==> src/rtl/reset_seq.sv <==
// -----------------------------------------------------------------------------
// reset_seq
//
// Sequenced reset generator. One asynchronous active-low board reset fans out
// to NUM_CH active-low channel resets. Every channel asserts asynchronously
// and together. The channels then release synchronously, in ascending order:
//   - the board reset first passes through a SYNC_STAGES-deep synchroniser,
//   - channel 0 releases MIN_HOLD cycles after the synchroniser releases,
//   - each following channel releases CH_GAP cycles after the previous one.
// A synchronous software reset request restarts the hold/release sequence
// without re-running the synchroniser. The block also reports the cause of
// the last reset and counts accepted software resets.
//
// Ports
//   clk           system clock
//   async_in_rst  board reset, asynchronous assert, active-low
//   sw_rst_req    software reset request, active-high, sampled on rising clk
//   ch_rst_n      per-channel reset, active-low, bit 0 releases first
//   rst_done      high once every channel is released
//   rst_cause     cause of the last reset: 2'b01 pin, 2'b10 software
//   sw_rst_cnt    accepted software resets, saturating at 255
// -----------------------------------------------------------------------------
module reset_seq #(
  parameter int SYNC_STAGES = 2,
  parameter int NUM_CH      = 4,
  parameter int MIN_HOLD    = 8,
  parameter int CH_GAP      = 4
) (
  input  logic              clk,
  input  logic              async_in_rst,
  input  logic              sw_rst_req,
  output logic [NUM_CH-1:0] ch_rst_n,
  output logic              rst_done,
  output logic [1:0]        rst_cause,
  output logic [7:0]        sw_rst_cnt
);

  // Count value at which the last channel releases; the counter stops there,
  // so it is sized to hold exactly this value and never wraps.
  localparam int LAST_REL = MIN_HOLD + (NUM_CH - 1) * CH_GAP;
  localparam int CNT_W    = $clog2(LAST_REL + 1);

  localparam logic [1:0] CAUSE_PIN = 2'b01;
  localparam logic [1:0] CAUSE_SW  = 2'b10;

  typedef enum logic [1:0] {
    SYNC    = 2'd0,
    HOLD    = 2'd1,
    RELEASE = 2'd2,
    DONE    = 2'd3
  } state_t;

  state_t                 state;
  state_t                 state_nx;
  logic [SYNC_STAGES-1:0] sync_chain;
  logic                   sync_rise;
  logic [CNT_W-1:0]       cnt;
  logic [CNT_W-1:0]       cnt_nx;
  logic [CNT_W-1:0]       cnt_inc;
  logic [NUM_CH-1:0]      ch_nx;
  logic                   done_nx;
  logic [1:0]             cause_nx;
  logic [7:0]             sw_cnt_nx;
  logic                   sw_take;

  // Counter value on which channel k is released.
  function automatic logic [CNT_W-1:0] rel_at(input int k);
    return CNT_W'(MIN_HOLD + k * CH_GAP);
  endfunction

  function automatic logic [7:0] sat_inc8(input logic [7:0] v);
    return (v == 8'hFF) ? v : v + 8'd1;
  endfunction

  // Synchroniser: cleared asynchronously, fills with ones once the board
  // reset is released. The last stage is the synchronised reset.
  always_ff @(posedge clk or negedge async_in_rst) begin
    if (!async_in_rst) begin
      sync_chain <= '0;
    end else begin
      sync_chain <= {sync_chain[SYNC_STAGES-2:0], 1'b1};
    end
  end

  // True on the edge at which the synchronised reset rises, so the FSM leaves
  // SYNC on that same edge rather than one cycle later.
  assign sync_rise = sync_chain[SYNC_STAGES-2] & ~sync_chain[SYNC_STAGES-1];

  assign cnt_inc = cnt + CNT_W'(1);

  // Software requests only count once the synchroniser has released.
  assign sw_take = sw_rst_req && (state != SYNC);

  always_comb begin
    state_nx  = state;
    cnt_nx    = cnt;
    ch_nx     = ch_rst_n;
    done_nx   = rst_done;
    cause_nx  = rst_cause;
    sw_cnt_nx = sw_rst_cnt;

    if (sw_take) begin
      state_nx  = HOLD;
      cnt_nx    = '0;
      ch_nx     = '0;
      done_nx   = 1'b0;
      cause_nx  = CAUSE_SW;
      sw_cnt_nx = sat_inc8(sw_rst_cnt);
    end else begin
      case (state)
        SYNC: begin
          if (sync_rise) begin
            state_nx = HOLD;
            cnt_nx   = '0;
          end
        end
        HOLD, RELEASE: begin
          cnt_nx = cnt_inc;
          for (int k = 0; k < NUM_CH; k++) begin
            if (cnt_inc == rel_at(k)) begin
              ch_nx[k] = 1'b1;
            end
          end
          if (cnt_inc == CNT_W'(LAST_REL)) begin
            done_nx  = 1'b1;
            state_nx = DONE;
          end else if (cnt_inc == rel_at(0)) begin
            state_nx = RELEASE;
          end
        end
        DONE: begin
          state_nx = DONE;
        end
        default: begin
          state_nx = SYNC;
        end
      endcase
    end
  end

  always_ff @(posedge clk or negedge async_in_rst) begin
    if (!async_in_rst) begin
      state <= SYNC;
    end else begin
      state <= state_nx;
    end
  end

  // Channel resets and status are registered and share the asynchronous
  // clear, so assertion reaches the outputs without waiting for a clock.
  always_ff @(posedge clk or negedge async_in_rst) begin
    if (!async_in_rst) begin
      cnt        <= '0;
      ch_rst_n   <= '0;
      rst_done   <= 1'b0;
      rst_cause  <= CAUSE_PIN;
      sw_rst_cnt <= 8'd0;
    end else begin
      cnt        <= cnt_nx;
      ch_rst_n   <= ch_nx;
      rst_done   <= done_nx;
      rst_cause  <= cause_nx;
      sw_rst_cnt <= sw_cnt_nx;
    end
  end

endmodule

==> config.mk <==
export PLATFORM = sky130hd
export DESIGN_NAME = reset_seq
export DESIGN_NICKNAME = d
export VERILOG_FILES = /design/src/rtl/reset_seq.sv
export SDC_FILE = /design/constraint.sdc
export NUM_CORES = 1
export LEC_CHECK = 0
export CAP_MARGIN = 5
export CORE_MARGIN = 2
export CORE_UTILIZATION = 54
export DETAILED_ROUTE_END_ITERATION = 8
export PLACE_DENSITY = 0.78
export SETUP_SLACK_MARGIN = 0.2
export SLEW_MARGIN = 10
export SYNTH_ARGS = -nofsm -noshare
export SYNTH_HDL_FRONTEND = slang
export SYNTH_SLANG_ARGS = --single-unit
export TNS_END_PERCENT = 50
==> constraint.sdc <==
create_clock -name clk -period 2.5 [get_ports clk]
set_input_delay 0.625 -clock clk [delete_from_list [all_inputs] [get_ports clk]]
set_output_delay 0.625 -clock clk [all_outputs]
set_load 0.01 [all_outputs]
==> results.toml <==
[grt]
grt_pass1_vias = 1013
gr-usage-all-layers_pct = 20.87
antenna_found_initial = 0
grt-ovfl-total = 0
grt_max_degree = 16
grt_pass1_wl_mm = 4.533

[place]
numPortBuffers = 17
place_area_mm2 = 0.001528
hpwlAfterDp_mm = 2.010
placedCellCount = 176
pre_cts_ws_ps = 263.2
gp_routability_congestion = 0.8509

[floorplanning]
pin_count = 18
core.rowCount = 18
die_h_um = 54.40
core_area_mm2 = 0.002432
initial_core_util_pct = 56.38
die-area_mm2 = 0.002959
die_w_um = 54.40

[power_and_ir_drop]
p_leak_nw = 0.6394
seqPwrFrac_pct = 40.5
comb_power_share_pct = 47.8
total_power_mw = 1.398
swShare_pct = 40.89
pwr-share-clk_pct = 11.8
vdd_ir_drop_max_mv = 0.6593
p_int_mw = 0.8261
p_per_area_mw_per_mm2 = 898.6
switchingPower_mw = 0.5715

[cells_and_area]
finish.utilization_pct = 63.94
final_area_mm2 = 0.001555
final_cells = 180
ff_latch_area_um2 = 576.8
n_fill_cell = 203
areaGrowthSynthToFinish_pct = 13.41
multi_input_area_um2 = 713.2
num_antenna_cells = 0
final_nets = 159
layout-drive-gt1-share_pct = 13.33

[sta]
whs_ps = 390.8
maxSlewViolCount = 0
max_freq_mhz = 477.2
hold_violations = 0
setup_tns_ps = 0
rsz0062_at_grt = "no"
fin_crit_ps = 2095
finalWorstSetupSlack_ps = 404.5
clock-skew-final_ps = 7.715
fin_crit_sh_pct = 83.82
setup_viol_count_final = 0

[synth]
ys_warn_count = 0
ys_seq_elements = 23
synth_area_leaders = "dfrtp_1, ha_1, xnor2_1"
synth-edff-count = 0
yosysTopAreaCellShare_pct = 40.15
postSynthCellCount = 135
ys_seq_area_share_pct = 42.06
avgSynthCellArea_um2 = 10.16
synthFlopType = "dfrtp_1"
syn-cell-area_mm2 = 0.001371
async_flop_share_pct = 100.0
synth_cell_types = 50
synth_nets = 143
yosys.area.top_type = "dfrtp_1"

[worst_setup_path]
crit_slowest_cell = "dfrtp_1"
cp-startpoint = "cnt[0]"
crit_type = "reg2reg"
crit_required_ps = 2720
cp-end-kind = "register"
critPathMaxStageDelay_ps = 550
critPathMaxFanout = 10
crit_arrival_ps = 2320
rrSetupSlack_ps = 400
cp-start-kind = "register"
reg2regPathDepth = 6
r2r-start = "cnt[0]"
crit_path_cell_trace = "ha_1, nand2_1, a221oi_2, nor3_1, a31oi_1, mux2i_1"

[clocking]
cts_root_buffer = "clkbuf_4"
post_cts_resized = 0
cts_inserted_buffers = 3
cts_setup_buffers = 0
cts_tree = "built"
path_clk_slew_ps = 110
h-tree-depth = 1
holdBufCountCts = 0
clock_latency_ps = 300
clk_path_buf_depth = 2
cts.sink_count = 23

[drt]
wl_per_cell_um = 15.16
vias = 1071
drtIter0Drc = 31
vias_per_cell = 5.950
ant_nets = 0
routed_wl_mm = 2.729
firstDrtPassIters = 4
drc = 0

[hold_path]
hold_depth = 0
hold_start = "sync_chain[0]"
hp-class = "reg2reg"

[run]
drv_cap = 0

[status]
status = "complete, no violations"
[area by class of cell]
class / count / share of cell area (%)
Clock inverter: 1 / 0.3218
Tap cell: 30 / 2.414
Inverter: 6 / 1.448
Timing Repair Buffer: 18 / 11.42
Clock buffer: 3 / 1.448
Sequential cell: 23 / 37.09
Multi-Input combinational cell: 99 / 45.86
[metal layers]
layer | track usage [%] | share of wire, % | vias to the layer above
met1 | 29.05 | 47 | 523
met2 | 34.14 | 48 | 29
li1 | - | - | 517
met3 | 2.186 | 3.4 | 2
met4 | 6.667 | 0.48 | 0
met5 | 0 | 0 | -
[critical path, delay by kind of cell (launching register included)]
| kind | cells | cell delay (ps) |
|---|---|---|
| muxes | 1 | 220 |
| DFF | 1 | 550 |
| adders and majority gates | 1 | 450 |
| and+or+nand+nor | 2 | 300 |
| AOI/OAI and AO/OA | 2 | 500 |
[cell usage in the layout, fill, tap and decap left out, types with 2 or more instances in the layout]
cell	synthesis	routed
ha_1	5	5
and3_1	2	2
a31oi_1	4	4
o22ai_1	2	2
clkbuf_4	1	3
nor2b_1	2	2
a21oi_1	5	5
a22oi_1	2	2
o221ai_1	2	2
clkdlybuf4s50_1	0	17
a211oi_2	2	2
dfrtp_1	22	22
nor2_1	9	9
o21ai_0	4	4
o21a_1	2	2
a221oi_2	2	2
nand3_1	5	5
mux2i_1	2	2
xnor2_1	5	5
nand2_1	11	11
inv_1	6	6
nand2b_1	4	4
nor3_1	4	4
xor2_1	2	2
[power by group through the flow]
stage | Combinational, mW | Clock, mW | Sequential (mW)
CTS | 0.668 | 0.171 | 0.564
finish | 0.668 | 0.164 | 0.566
global route | 0.747 | 0.189 | 0.580
floorplan | 0.494 | 0 | 0.563
detailed placement | 0.661 | 0 | 0.571
global placement | 0.639 | 0 | 0.562
[flip-flops by register name, indices dropped and copies added (netlist names)]
register	cells
sw_rst_cnt	8
ch_rst_n	4
cnt	5
state	2
rst_cause	2
sync_chain	2
[worst paths after layout]
check | endpoint
max | state[0]
min | sync_chain[1]
max reg2reg | state[0]
min reg2reg | sync_chain[1]
max in group asynchronous | sw_rst_cnt[0]
min in group asynchronous | sync_chain[0]
[logic make-up after synthesis]
family	after synthesis	share of synthesized area (%)
and+or+nand+nor	48	19.07
AOI/OAI and AO/OA	35	21.35
DFF	23	42.06
buffers and inverters	13	5.931
xor gates and xnor gates	7	4.471
adders and majority gates	5	4.562
muxes	3	2.281
other	1	0.2735
[cells in the mapped netlist (2+ instances only)]
library cell / n
dfrtp_1: 22
nand2_1: 11
nor2_1: 9
inv_1: 6
a21oi_1: 5
ha_1: 5
nand3_1: 5
xnor2_1: 5
a31oi_1: 4
nand2b_1: 4
nor3_1: 4
o21ai_0: 4
buf_6: 3
a211oi_2: 2
a221oi_2: 2
a22oi_1: 2
and3_1: 2
buf_2: 2
mux2i_1: 2
nor2b_1: 2
o21a_1: 2
o221ai_1: 2
o22ai_1: 2
xor2_1: 2
Note: power is estimated with default switching activity, not from simulation.
